**src/rtl/ioctl_rom_writer.sv**
```systemverilog
// ioctl_rom_writer
//   Turns the toggle-strobed ioctl download stream into write requests for the
//   SDRAM port that holds the HuCard ROM image. A small FIFO decouples the
//   strobe source from the variable-latency memory port. The block also tracks
//   the loaded ROM size and pulses load_done when a load has fully drained.
//
// Ports
//   clk_sys, reset          system clock, synchronous active-high reset
//   ioctl_download/index    transfer active flag and menu index of the file
//   ioctl_wr                toggle strobe, one level change per word
//   ioctl_addr/dout         even byte address and 16-bit word data
//   mem_req/addr/din        write request, held until mem_ack
//   mem_ack                 one-cycle accept pulse from the memory port
//   load_busy, load_done    load in progress / one-cycle completion pulse
//   rom_size                highest written byte address + 2 of the last load
//   overflow                sticky, a word was dropped on a full FIFO
//
// Build option
//   IOCTL_HDR_SKIP_EN       when defined, ioctl_index[7] flags a 512-byte
//                           header that is stripped from the image; the index
//                           compare then uses bits [6:0] only.

module ioctl_rom_writer #(
    parameter logic [7:0]  ROM_INDEX  = 8'h01,
    parameter logic [24:0] BASE_ADDR  = 25'h0000000,
    parameter int unsigned FIFO_DEPTH = 4
) (
    input  logic        clk_sys,
    input  logic        reset,
    input  logic        ioctl_download,
    input  logic [7:0]  ioctl_index,
    input  logic        ioctl_wr,
    input  logic [24:0] ioctl_addr,
    input  logic [15:0] ioctl_dout,
    output logic        mem_req,
    output logic [24:0] mem_addr,
    output logic [15:0] mem_din,
    input  logic        mem_ack,
    output logic        load_busy,
    output logic        load_done,
    output logic [24:0] rom_size,
    output logic        overflow
);

    localparam int unsigned AW = (FIFO_DEPTH > 1) ? $clog2(FIFO_DEPTH) : 1;
    localparam logic [AW:0] DEPTH_CNT = FIFO_DEPTH[AW:0];

    localparam logic [1:0] ST_IDLE  = 2'd0;
    localparam logic [1:0] ST_LOAD  = 2'd1;
    localparam logic [1:0] ST_DRAIN = 2'd2;

    logic [1:0]    state;
    logic          wr_d;
    logic          dl_d;
    logic          rise_pend;

    // Capture stage: one word sampled the cycle its strobe edge is seen.
    logic          cap_valid;
    logic [24:0]   cap_addr;
    logic [15:0]   cap_data;

    logic [24:0]   fifo_addr [FIFO_DEPTH];
    logic [15:0]   fifo_data [FIFO_DEPTH];
    logic [AW-1:0] wr_ptr;
    logic [AW-1:0] rd_ptr;
    logic [AW:0]   count;

    logic          idx_match;
    logic          skip_hdr;
    logic [24:0]   adj_addr;
    logic          wr_ev;
    logic          fifo_empty;
    logic          fifo_full;
    logic          push;
    logic          pop;
    logic          dl_rise;
    logic          dl_fall;
    logic          start_load;
    logic          drain_done;
    logic [24:0]   push_end;
    logic [24:0]   head_addr;

    always_comb begin
`ifdef IOCTL_HDR_SKIP_EN
        idx_match = (ioctl_index[6:0] == ROM_INDEX[6:0]);
        skip_hdr  = ioctl_index[7] && (ioctl_addr < 25'd512);
        adj_addr  = ioctl_index[7] ? (ioctl_addr - 25'd512) : ioctl_addr;
`else
        idx_match = (ioctl_index == ROM_INDEX);
        skip_hdr  = 1'b0;
        adj_addr  = ioctl_addr;
`endif
    end

    assign wr_ev = (ioctl_wr != wr_d) && ioctl_download && idx_match &&
                   (state == ST_LOAD) && !skip_hdr;

    assign fifo_empty = (count == '0);
    assign fifo_full  = (count == DEPTH_CNT);
    // A request slot opens only when nothing is outstanding.
    assign pop        = !mem_req && !fifo_empty;
    // A full FIFO still takes the word if the head leaves in the same cycle.
    assign push       = cap_valid && (!fifo_full || pop);

    assign dl_rise    = ioctl_download && !dl_d;
    assign dl_fall    = !ioctl_download && dl_d;
    assign start_load = (state == ST_IDLE) && (dl_rise || rise_pend);
    assign drain_done = (state == ST_DRAIN) && fifo_empty && !mem_req && !cap_valid;
    assign push_end   = cap_addr + 25'd2;
    assign head_addr  = BASE_ADDR + fifo_addr[rd_ptr];

    // Storage needs no reset; validity is carried by the pointers and count.
    always_ff @(posedge clk_sys) begin
        if (push) begin
            fifo_addr[wr_ptr] <= cap_addr;
            fifo_data[wr_ptr] <= cap_data;
        end
    end

    always_ff @(posedge clk_sys) begin
        if (reset) begin
            state     <= ST_IDLE;
            wr_d      <= ioctl_wr;
            dl_d      <= 1'b0;
            rise_pend <= 1'b0;
            cap_valid <= 1'b0;
            cap_addr  <= '0;
            cap_data  <= '0;
            wr_ptr    <= '0;
            rd_ptr    <= '0;
            count     <= '0;
            mem_req   <= 1'b0;
            mem_addr  <= '0;
            mem_din   <= '0;
            load_busy <= 1'b0;
            load_done <= 1'b0;
            rom_size  <= '0;
            overflow  <= 1'b0;
        end else begin
            wr_d      <= ioctl_wr;
            dl_d      <= ioctl_download;
            load_done <= 1'b0;
            cap_valid <= wr_ev;
            if (wr_ev) begin
                cap_addr <= adj_addr;
                cap_data <= ioctl_dout;
            end

            if (pop) begin
                mem_req  <= 1'b1;
                mem_addr <= head_addr & ~25'd1;
                mem_din  <= fifo_data[rd_ptr];
            end else if (mem_req && mem_ack) begin
                mem_req <= 1'b0;
            end

            if (start_load) begin
                wr_ptr    <= '0;
                rd_ptr    <= '0;
                count     <= '0;
                rom_size  <= '0;
                overflow  <= 1'b0;
                load_busy <= 1'b1;
            end else begin
                if (push) begin
                    wr_ptr <= wr_ptr + 1'b1;
                    if (push_end > rom_size) rom_size <= push_end;
                end
                if (pop) rd_ptr <= rd_ptr + 1'b1;
                if (cap_valid && !push) overflow <= 1'b1;
                case ({push, pop})
                    2'b10:   count <= count + 1'b1;
                    2'b01:   count <= count - 1'b1;
                    default: count <= count;
                endcase
            end

            case (state)
                ST_IDLE: begin
                    if (start_load) begin
                        state     <= ST_LOAD;
                        rise_pend <= 1'b0;
                    end
                end
                ST_LOAD: begin
                    if (dl_fall) state <= ST_DRAIN;
                end
                ST_DRAIN: begin
                    // Remember a new download that starts before the drain ends.
                    if (dl_rise) rise_pend <= 1'b1;
                    else if (dl_fall) rise_pend <= 1'b0;
                    if (drain_done) begin
                        load_done <= 1'b1;
                        load_busy <= 1'b0;
                        state     <= ST_IDLE;
                    end
                end
                default: state <= ST_IDLE;
            endcase
        end
    end

endmodule

```
**config.mk**
```make
export PLATFORM = sky130hd
export DESIGN_NAME = ioctl_rom_writer
export DESIGN_NICKNAME = d
export VERILOG_FILES = /design/src/rtl/ioctl_rom_writer.sv
export SDC_FILE = /design/constraint.sdc
export NUM_CORES = 1
export LEC_CHECK = 0
export BUFFER_PORTS_ARGS = -buffer_cell sky130_fd_sc_hd__clkbuf_2
export CAP_MARGIN = 15
export CORE_UTILIZATION = 25
export CTS_CLUSTER_DIAMETER = 120
export DETAILED_ROUTE_END_ITERATION = 8
export GPL_TIMING_DRIVEN = 1
export SKIP_CTS_REPAIR_TIMING = 1
export SLEW_MARGIN = 40
export SYNTH_ARGS = -nofsm -noshare
export SYNTH_HDL_FRONTEND = slang
export SYNTH_SLANG_ARGS = --single-unit
```
**constraint.sdc**
```tcl
create_clock -name clk_sys -period 7.2 [get_ports clk_sys]
set_input_delay 0.72 -clock clk_sys [delete_from_list [all_inputs] [get_ports clk_sys]]
set_output_delay 0.72 -clock clk_sys [all_outputs]
set_load 0.05 [all_outputs]
```
==> results of run 1 <==
stage by stage:
stage               hold slack [ns]  setup WS, ns  cell area [um^2]  utilization  cells
floorplan                     0.451          4.07             11500            -    869
global placement              0.444          3.32             12700        0.280   1554
detailed placement            0.447          3.36             12800        0.283   1559
CTS                           0.316          3.30             14000        0.309   1623
global route                  0.320          2.96             14000        0.309   1623
finish                        0.344          3.34             14000        0.309   1623
metal layers:
metal / GRT usage / share of wire / up-vias
li1: - / - / 3362
met1: 0.166 / 0.48 / 3428
met2: 0.193 / 0.45 / 165
met3: 0.0221 / 0.048 / 45
met4: 0.0352 / 0.019 / 0
met5: 0 / 0 / -
synthesized netlist by cell type, drive strengths merged (3+ instances only):
library cell	n
nand2	146
a21o	5
buf	16
nor4	3
xor2	7
o21ai	3
and2	4
inv	36
nor4b	3
a211oi	3
nand4	11
clkbuf	28
a21oi	52
xnor2	21
nor3	7
mux2i	68
nor2	65
edfxtp	160
mux4	40
ha	32
and3	4
dfxtp	123
nand3	13
flip-flops by register name, summed over array words and instances (netlist names), 2 cells and up:
signal,count
fifo_addr,96
fifo_data,64
cap_addr,25
rom_size,25
mem_addr,24
cap_data,16
mem_din,16
count,3
rd_ptr,2
state,2
wr_ptr,2
power by group through the flow:
stage | combinational, uW | clock, uW | sequential (uW)
after floorplan | 285 | 0 | 1940
after detailed placement | 601 | 0 | 1830
after CTS | 602 | 1850 | 1800
after global placement | 552 | 0 | 1860
after global routing | 631 | 1900 | 1810
final | 579 | 1790 | 1800
layout make-up:
class / instances / area [um^2]
inverters: 36 / 135
flip-flops and latches: 283 / 7270
well taps: 600 / 751
clock inverters: 13 / 174
multi-input cells: 506 / 3880
fillers: 4608 / 31300
clock buffers: 51 / 1020
repair buffers: 134 / 763
logic make-up after synthesis:
logic type	share of synthesized area
other	0.000327
AND/OR/NAND/NOR	0.102
XOR/XNOR	0.0214
flip-flops	0.635
buffers and inverters	0.0304
multiplexers	0.138
adder cells (fa/ha/maj)	0.0367
AO/OA/AOI/OAI	0.0368
path summary, 6_finish.rpt:
check / to / slack (ns) / depth (start not counted)
min: wr_d$_DFF_P_ / 0.34 / 1
max: rom_size[19]$_SDFFE_PP0P_ / 3.34 / 12
max reg2reg: rom_size[19]$_SDFFE_PP0P_ / 3.34 / 12
min reg2reg: mem_addr[5]$_SDFFE_PP0P_ / 0.45 / 2
==> results.toml, run 1 <==
[run_status]
status = "completed"

[setup_path]
crit_required_ns = 7.65
r2r_start = "cap_addr[10]$_SDFFE_PP0P_"
critical_path.max_fanout = 14
cpPeakStageDelay_ns = 0.58
crit_top_cell = "nand4_1"
cp_cell_sequence = "nand4_1, nor4_1, nand4_1, xnor2_1, ha_1, and4_4, nand2_4, nor4_4, o41ai_2, a21oi_4, buf_8, mux2i_1"
path_class = "flop to flop"
crit_buf_inv = 1
setup.worst_path.start = "cap_addr[10]$_SDFFE_PP0P_"
worstPathArrival_ns = 4.31
startpoint_type = "flop"
endpoint_kind = "flop"
crit_path_top_delay_cell = "nor4_1"
crit_family = "simple AND/OR/NAND/NOR gates"

[clock_network]
clock-sinks = 283
clk_latency_ns = 0.52
cts.path.max_buffers = 3
root_buffer = "clkbuf_16"
clkTransAtPathRegs_ns = 0.06
cts_tree = "built"
htreeDepth = 2
cts_made_buffers = 35

[drt]
drc = 0
drt-total-wl_um = 27900
ant_nets = 0
via_per_inst = 4.31
vias = 7000
firstDrtPassIters = 6
drtIter0Drc = 350
wl_per_cell_um = 17.2

[grt]
antenna_found_initial = 0
grt_usage = 0.121
overflow = 0
grt_pass1_wl_um = 43000
grt_max_degree = 61
grt_pass1_vias = 7279

[synth]
synth_edf_count = 160
synth_cells = 869
netlist_area_mm2 = 0.0115
ys_dominant_reg_cell = "edfxtp_1"
seq_area_frac_synth = 0.635
synth.area.top_cells = "edfxtp_1 42%, dfxtp_1 22%, mux4_2 7.9%"
synth_top_area_share = 0.420
ys_ff_latch = 283
postSynthNetCount = 956
yosys_warnings = 0
postSynthAreaPerCell_um2 = 13.2
synth_top_area_cell = "edfxtp_1"
ys_types = 47
async_flop_share = 0

[sta]
fmax_ghz = 0.259
worst-slew-pin-transition_ns = 0.729
fin_crit_ns = 3.86
finalHoldViolCount = 0
min_period_over_period = 0.536
setup_viol = 0
rsz0062_at_grt = "false"
relSlewSlack = 0.514
setup_tns_ns = 0
slew_violations = 0
skew_ns = 0.0172

[power]
ir_worst_vdd_mv = 0.151
cellLeakagePower_uw = 0.00558
p_per_area_mw_per_mm2 = 298
comb_power_share = 0.139
finalPower_uw = 4170
seq_power_share = 0.431
power_switching_share = 0.281
p_int_uw = 3000
p_sw_uw = 1170
power.share.clock = 0.430

[layout]
final_common_cell = "edfxtp_1"
synthToLayoutAreaGrowth_pct = 22.2
drive_gt1_frac = 0.244
final_cell_mix = "160 x edfxtp_1, 145 x nand2_1, 121 x dfxtp_1, 121 x clkbuf_2, 68 x mux2i_1"
fin_nets = 1083
insertedDiodeCount = 0

[placement]
io_buffers = 122
dp_hpwl_um = 18100
gp_congestion = 0.805

[min_path]
hold_path_startpoint = "ioctl_wr"
worstHoldPathType = "input port to flop"

[floorplan]
row_count = 78
core-area_mm2 = 0.0453
dieArea_mm2 = 0.0467
dieHeight_um = 216
ioPinCount = 124
initial_utilization = 0.253
die_w_um = 216

[run]
maxCapViolations = 0
Note: power is estimated with default switching activity, not from simulation.
==> run 2, diff against run 1 <==
clock period = 3.78 ns   (was 7.2 ns; I/O delays follow)
==> results.toml, run 2 (synthesis results as in run 1) <==
[run_status]
status = "completed"

[floorplan]
row_count = 78
core-area_mm2 = 0.0453
initial_utilization = 0.253
ioPinCount = 124
dieHeight_um = 216
dieArea_mm2 = 0.0467
die_w_um = 216

[drt]
drtIter0Drc = 390
wl_per_cell_um = 16.8
firstDrtPassIters = 5
drc = 0
drt-total-wl_um = 27600
vias = 7041
via_per_inst = 4.28
ant_nets = 0

[grt]
use_met1 = 0.162
grt_use_met2 = 0.194
global_route.usage.met3 = 0.0227
overflow = 0
grt_pass1_vias = 7287
grt_pass1_wl_um = 42900
antenna_found_initial = 1
busiest_layer = "met2"
grt_usage = 0.121
grt_max_degree = 66

[placement]
place_ws_ns = 0.326
io_buffers = 122
dp_hpwl_um = 18400
dp_cells = 1584
gp_congestion = 0.781

[sta]
setup_tns_ns = 0
hold_ws_ns = 0.0838
fin_ws_ns = 0.380
setup_viol = 0
fmax_ghz = 0.294
skew_ns = 0.0131
slew_violations = 0
min_period_over_period = 0.899
rsz0062_at_grt = "false"
worst-slew-pin-transition_ns = 0.787
relSlewSlack = 0.475
fin_crit_ns = 3.40
finalHoldViolCount = 0

[power]
p_per_area_mw_per_mm2 = 555
comb_power_share = 0.140
seq_power_share = 0.436
power_switching_share = 0.278
p_sw_uw = 2190
ir_worst_vdd_mv = 0.293
power.share.clock = 0.425
cellLeakagePower_uw = 0.00572
p_int_uw = 5690

[min_path]
worstHoldPathType = "input port to flop"

[layout]
fin_nets = 1108
fillers = 4582
synthToLayoutAreaGrowth_pct = 24.0
stdcell_count = 1646
largest_reg_flops = 96
regMostFlops = "fifo_addr"
insertedDiodeCount = 0
fin_util = 0.314
reg.largest.list = "fifo_addr x96, fifo_data x64"
drive_gt1_frac = 0.261
final_cell_mix = "160 x edfxtp_1, 145 x nand2_1, 121 x dfxtp_1, 121 x clkbuf_2, 68 x mux2i_1"
final_common_cell = "edfxtp_1"

[setup_path]
startpoint_type = "flop"
endpoint_kind = "flop"
crit_required_ns = 4.22
worstPathArrival_ns = 3.84
critical_path.max_fanout = 9
path_class = "flop to flop"

[clock_network]
clkTransAtPathRegs_ns = 0.06
cts.path.max_buffers = 3
htreeDepth = 2
cts_made_buffers = 34
root_buffer = "clkbuf_16"
cts_tree = "built"
clk_latency_ns = 0.52
clock-sinks = 283

[run]
maxCapViolations = 0
==> run 2: changes by cell type in the layout (fill, tap and decap cells not counted), moves of 2 or more <==
cell / delta
buf_12: +3
bufinv_16: +2
buf_6: +2
clkbuf_8: -4
clkbuf_1: -4
clkinv_1: +4
inv_6: -2
buf_4: +20
clkinv_2: +5
==> run 2: path summary, 6_finish.rpt <==
| path | slack [ns] | endpoint | cells after the start | startpoint |
|---|---|---|---|---|
| setup / recovery | 0.38 | rom_size[21]$_SDFFE_PP0P_ | 13 | cap_addr[1]$_SDFFE_PP0P_ |
| hold / removal | 0.08 | cap_addr[19]$_SDFFE_PP0P_ | 3 | ioctl_addr[19] |
| setup reg to reg | 0.38 | rom_size[21]$_SDFFE_PP0P_ | 13 | cap_addr[1]$_SDFFE_PP0P_ |
| hold reg to reg | 0.45 | mem_addr[9]$_SDFFE_PP0P_ | 2 | mem_addr[9]$_SDFFE_PP0P_ |
==> run 2: power groups by stage <==
| stage | registers (uW) | clock network [uW] | logic, uW |
|---|---|---|---|
| final | 3440 | 3350 | 1100 |
| after global routing | 3460 | 3570 | 1190 |
| after CTS | 3440 | 3460 | 1130 |
| after detailed placement | 3510 | 0 | 1130 |
| after global placement | 3560 | 0 | 1040 |
| after floorplan | 3700 | 0 | 543 |
==> run 2: worst max-delay path, cell delays in order (launching register included) <==
cell	delay (ns)
dfxtp_1	0.46
ha_1	0.23
nand3_1	0.19
nor2_2	0.24
nand4_1	0.14
xnor2_1	0.18
ha_1	0.32
and4_4	0.24
nand2_4	0.08
nor4_4	0.31
o41ai_2	0.15
a21oi_4	0.36
buf_6	0.21
mux2i_1	0.21
==> run 2: layout make-up <==
type	instances	area (um^2)	area share
timing repair buffer	160	1020	0.0717
clock inverter	19	229	0.0161
multi-input combinational	506	3880	0.273
tap	600	751	0.0529
sequential	283	7270	0.512
clock buffer	42	922	0.0649
inverter	36	135	0.00951
==> run 2: through the flow <==
step	total power, uW	cell area, um^2
floorplan	4240	11500
global placement	4600	12900
detailed placement	4640	13000
CTS	8030	14200
global route	8210	14200
finish	7880	14200
==> run 2: metal layers <==
metal  share of wire  vias up  wire length (um)
li1                -     3410                 -
met1            0.47     3414             12900
met2            0.46      171             12600
met3           0.050       46              1380
met4           0.026        0               714
met5               0        -                 0
==> run 3, diff against run 2 <==
CORE_UTILIZATION = 55   (was 25)
PLACE_DENSITY = 0.75   (was not set)
==> results.toml, run 3 (synthesis results as in run 1) <==
[run_status]
status = "completed"

[drt]
wl_per_cell_um = 18.0
ant_nets = 0
drtIter0Drc = 421
drc = 0
drt-total-wl_um = 23600
firstDrtPassIters = 5
via_per_inst = 5.38
vias = 7047

[setup_path]
worstPathArrival_ns = 3.87
path_class = "flop to flop"
crit_top_cell = "ha_1"
critical_path.max_fanout = 12
cpPeakStageDelay_ns = 0.47
crit_path_top_delay_cell = "dfxtp_1"
crit_required_ns = 4.23
startpoint_type = "flop"
cp_cell_sequence = "ha_1, nand3_1, nor2_1, nand4_1, xnor2_1, ha_1, and4_4, nand2_4, nor4_4, o41ai_2, a21oi_4, buf_8, mux2i_1"
endpoint_kind = "flop"

[sta]
rsz0062_at_grt = "false"
min_period_over_period = 0.905
relSlewSlack = 0.477
slew_violations = 0
setup_viol = 0
fmax_ghz = 0.292
skew_ns = 0.0111
worst-slew-pin-transition_ns = 0.785
fin_crit_ns = 3.42
finalHoldViolCount = 0
setup_tns_ns = 0

[layout]
fin_nets = 1104
synthToLayoutAreaGrowth_pct = 18.0
largest_reg_flops = 96
reg.largest.list = "fifo_addr x96, fifo_data x64"
fillers = 1505
final_common_cell = "edfxtp_1"
regMostFlops = "fifo_addr"
insertedDiodeCount = 0
drive_gt1_frac = 0.254
final_cell_mix = "160 x edfxtp_1, 145 x nand2_1, 121 x dfxtp_1, 121 x clkbuf_2, 68 x mux2i_1"
fin_area_mm2 = 0.0135

[placement]
io_buffers = 122
post_dp_cell_area_mm2 = 0.0126
dp_hpwl_um = 15700
gp_congestion = 0.822

[clock_network]
cts.path.max_buffers = 3
cts_made_buffers = 29
clk_latency_ns = 0.53
clock-sinks = 283
cts_tree = "built"
clkTransAtPathRegs_ns = 0.06
root_buffer = "clkbuf_16"
htreeDepth = 1

[power]
power.share.clock = 0.370
power_switching_share = 0.278
comb_power_share = 0.158
ir_worst_vdd_mv = 0.367
p_per_area_mw_per_mm2 = 537
cellLeakagePower_uw = 0.00560
p_sw_uw = 2010
p_int_uw = 5240
seq_power_share = 0.472

[grt]
overflow = 0
grt_pass1_wl_um = 38200
grt_pass1_vias = 6964
antenna_found_initial = 0
grt_usage = 0.226
grt_max_degree = 49

[floorplan]
die_w_um = 146
dieArea_mm2 = 0.0214
row_count = 52
ioPinCount = 124
dieHeight_um = 146
core-area_mm2 = 0.0203
initial_utilization = 0.564

[run]
maxCapViolations = 0

[min_path]
worstHoldPathType = "input port to flop"
-- run 3: changes by cell type in the layout (fill, tap and decap cells not counted), sizes merged --
| cell | before | now |
|---|---|---|
| buf | 38 | 39 |
| bufinv | 5 | 0 |
| clkbuf | 163 | 165 |
| clkinv | 11 | 6 |
| clkinvlp | 1 | 2 |
-- run 3: power groups by stage --
stage / sequential [uW] / clock [uW] / combinational, uW
4_1_cts: 3430 / 2720 / 1160
3_5_place_dp: 3490 / 0 / 1160
3_3_place_gp: 3490 / 0 / 1030
2_1_floorplan: 3700 / 0 / 543
6_report: 3420 / 2680 / 1140
5_1_grt: 3440 / 2850 / 1230
-- run 3: routing by layer --
metal | GRT usage | part of all wire | vias up
met1 | 0.320 | 0.45 | 3431
met3 | 0.0325 | 0.054 | 32
met4 | 0.0521 | 0.016 | 0
met2 | 0.374 | 0.48 | 180
met5 | 0 | 0 | -
li1 | - | - | 3404
-- run 3: final timing paths --
path / start / endpoint / slack (ns) / depth (start not counted)
max: cap_addr[1]$_SDFFE_PP0P_ / rom_size[7]$_SDFFE_PP0P_ / 0.36 / 13
min: ioctl_addr[13] / cap_addr[13]$_SDFFE_PP0P_ / 0.08 / 3
max reg2reg: cap_addr[1]$_SDFFE_PP0P_ / rom_size[7]$_SDFFE_PP0P_ / 0.36 / 13
min reg2reg: mem_din[4]$_SDFFE_PP0P_ / mem_din[4]$_SDFFE_PP0P_ / 0.45 / 2
-- run 3: cell type report --
cell class	instances	area, um^2	share of cell area
Clock buffer	44	852	0.0630
Clock inverter	10	60.1	0.00444
Inverter	36	135	0.0100
Multi-Input combinational cell	506	3870	0.286
Sequential cell	283	7270	0.538
Tap cell	270	338	0.0250
Timing Repair Buffer	161	991	0.0733
-- run 3: critical path: cells and delay by family (launching register included) --
| family | cells | cell delay (ns) |
|---|---|---|
| flip-flops | 1 | 0.47 |
| AND/OR/NAND/NOR | 6 | 1.22 |
| AO/OA/AOI/OAI | 2 | 0.47 |
| XOR/XNOR | 1 | 0.19 |
| adder cells (fa/ha/maj) | 2 | 0.57 |
| buffers and inverters | 1 | 0.21 |
| multiplexers | 1 | 0.20 |
-- run 3: metrics by stage --
step	total power (uW)	hold WS (ns)	worst slack [ns]	instances	utilization
after floorplan	4240	0.406	0.645	869	-
after global placement	4520	0.442	0.0952	1249	0.614
final	7250	0.0807	0.360	1310	0.666
after detailed placement	4650	0.446	0.389	1255	0.620
after CTS	7310	-0.0289	0.357	1309	0.665
after global routing	7520	0.0766	0.0760	1310	0.666
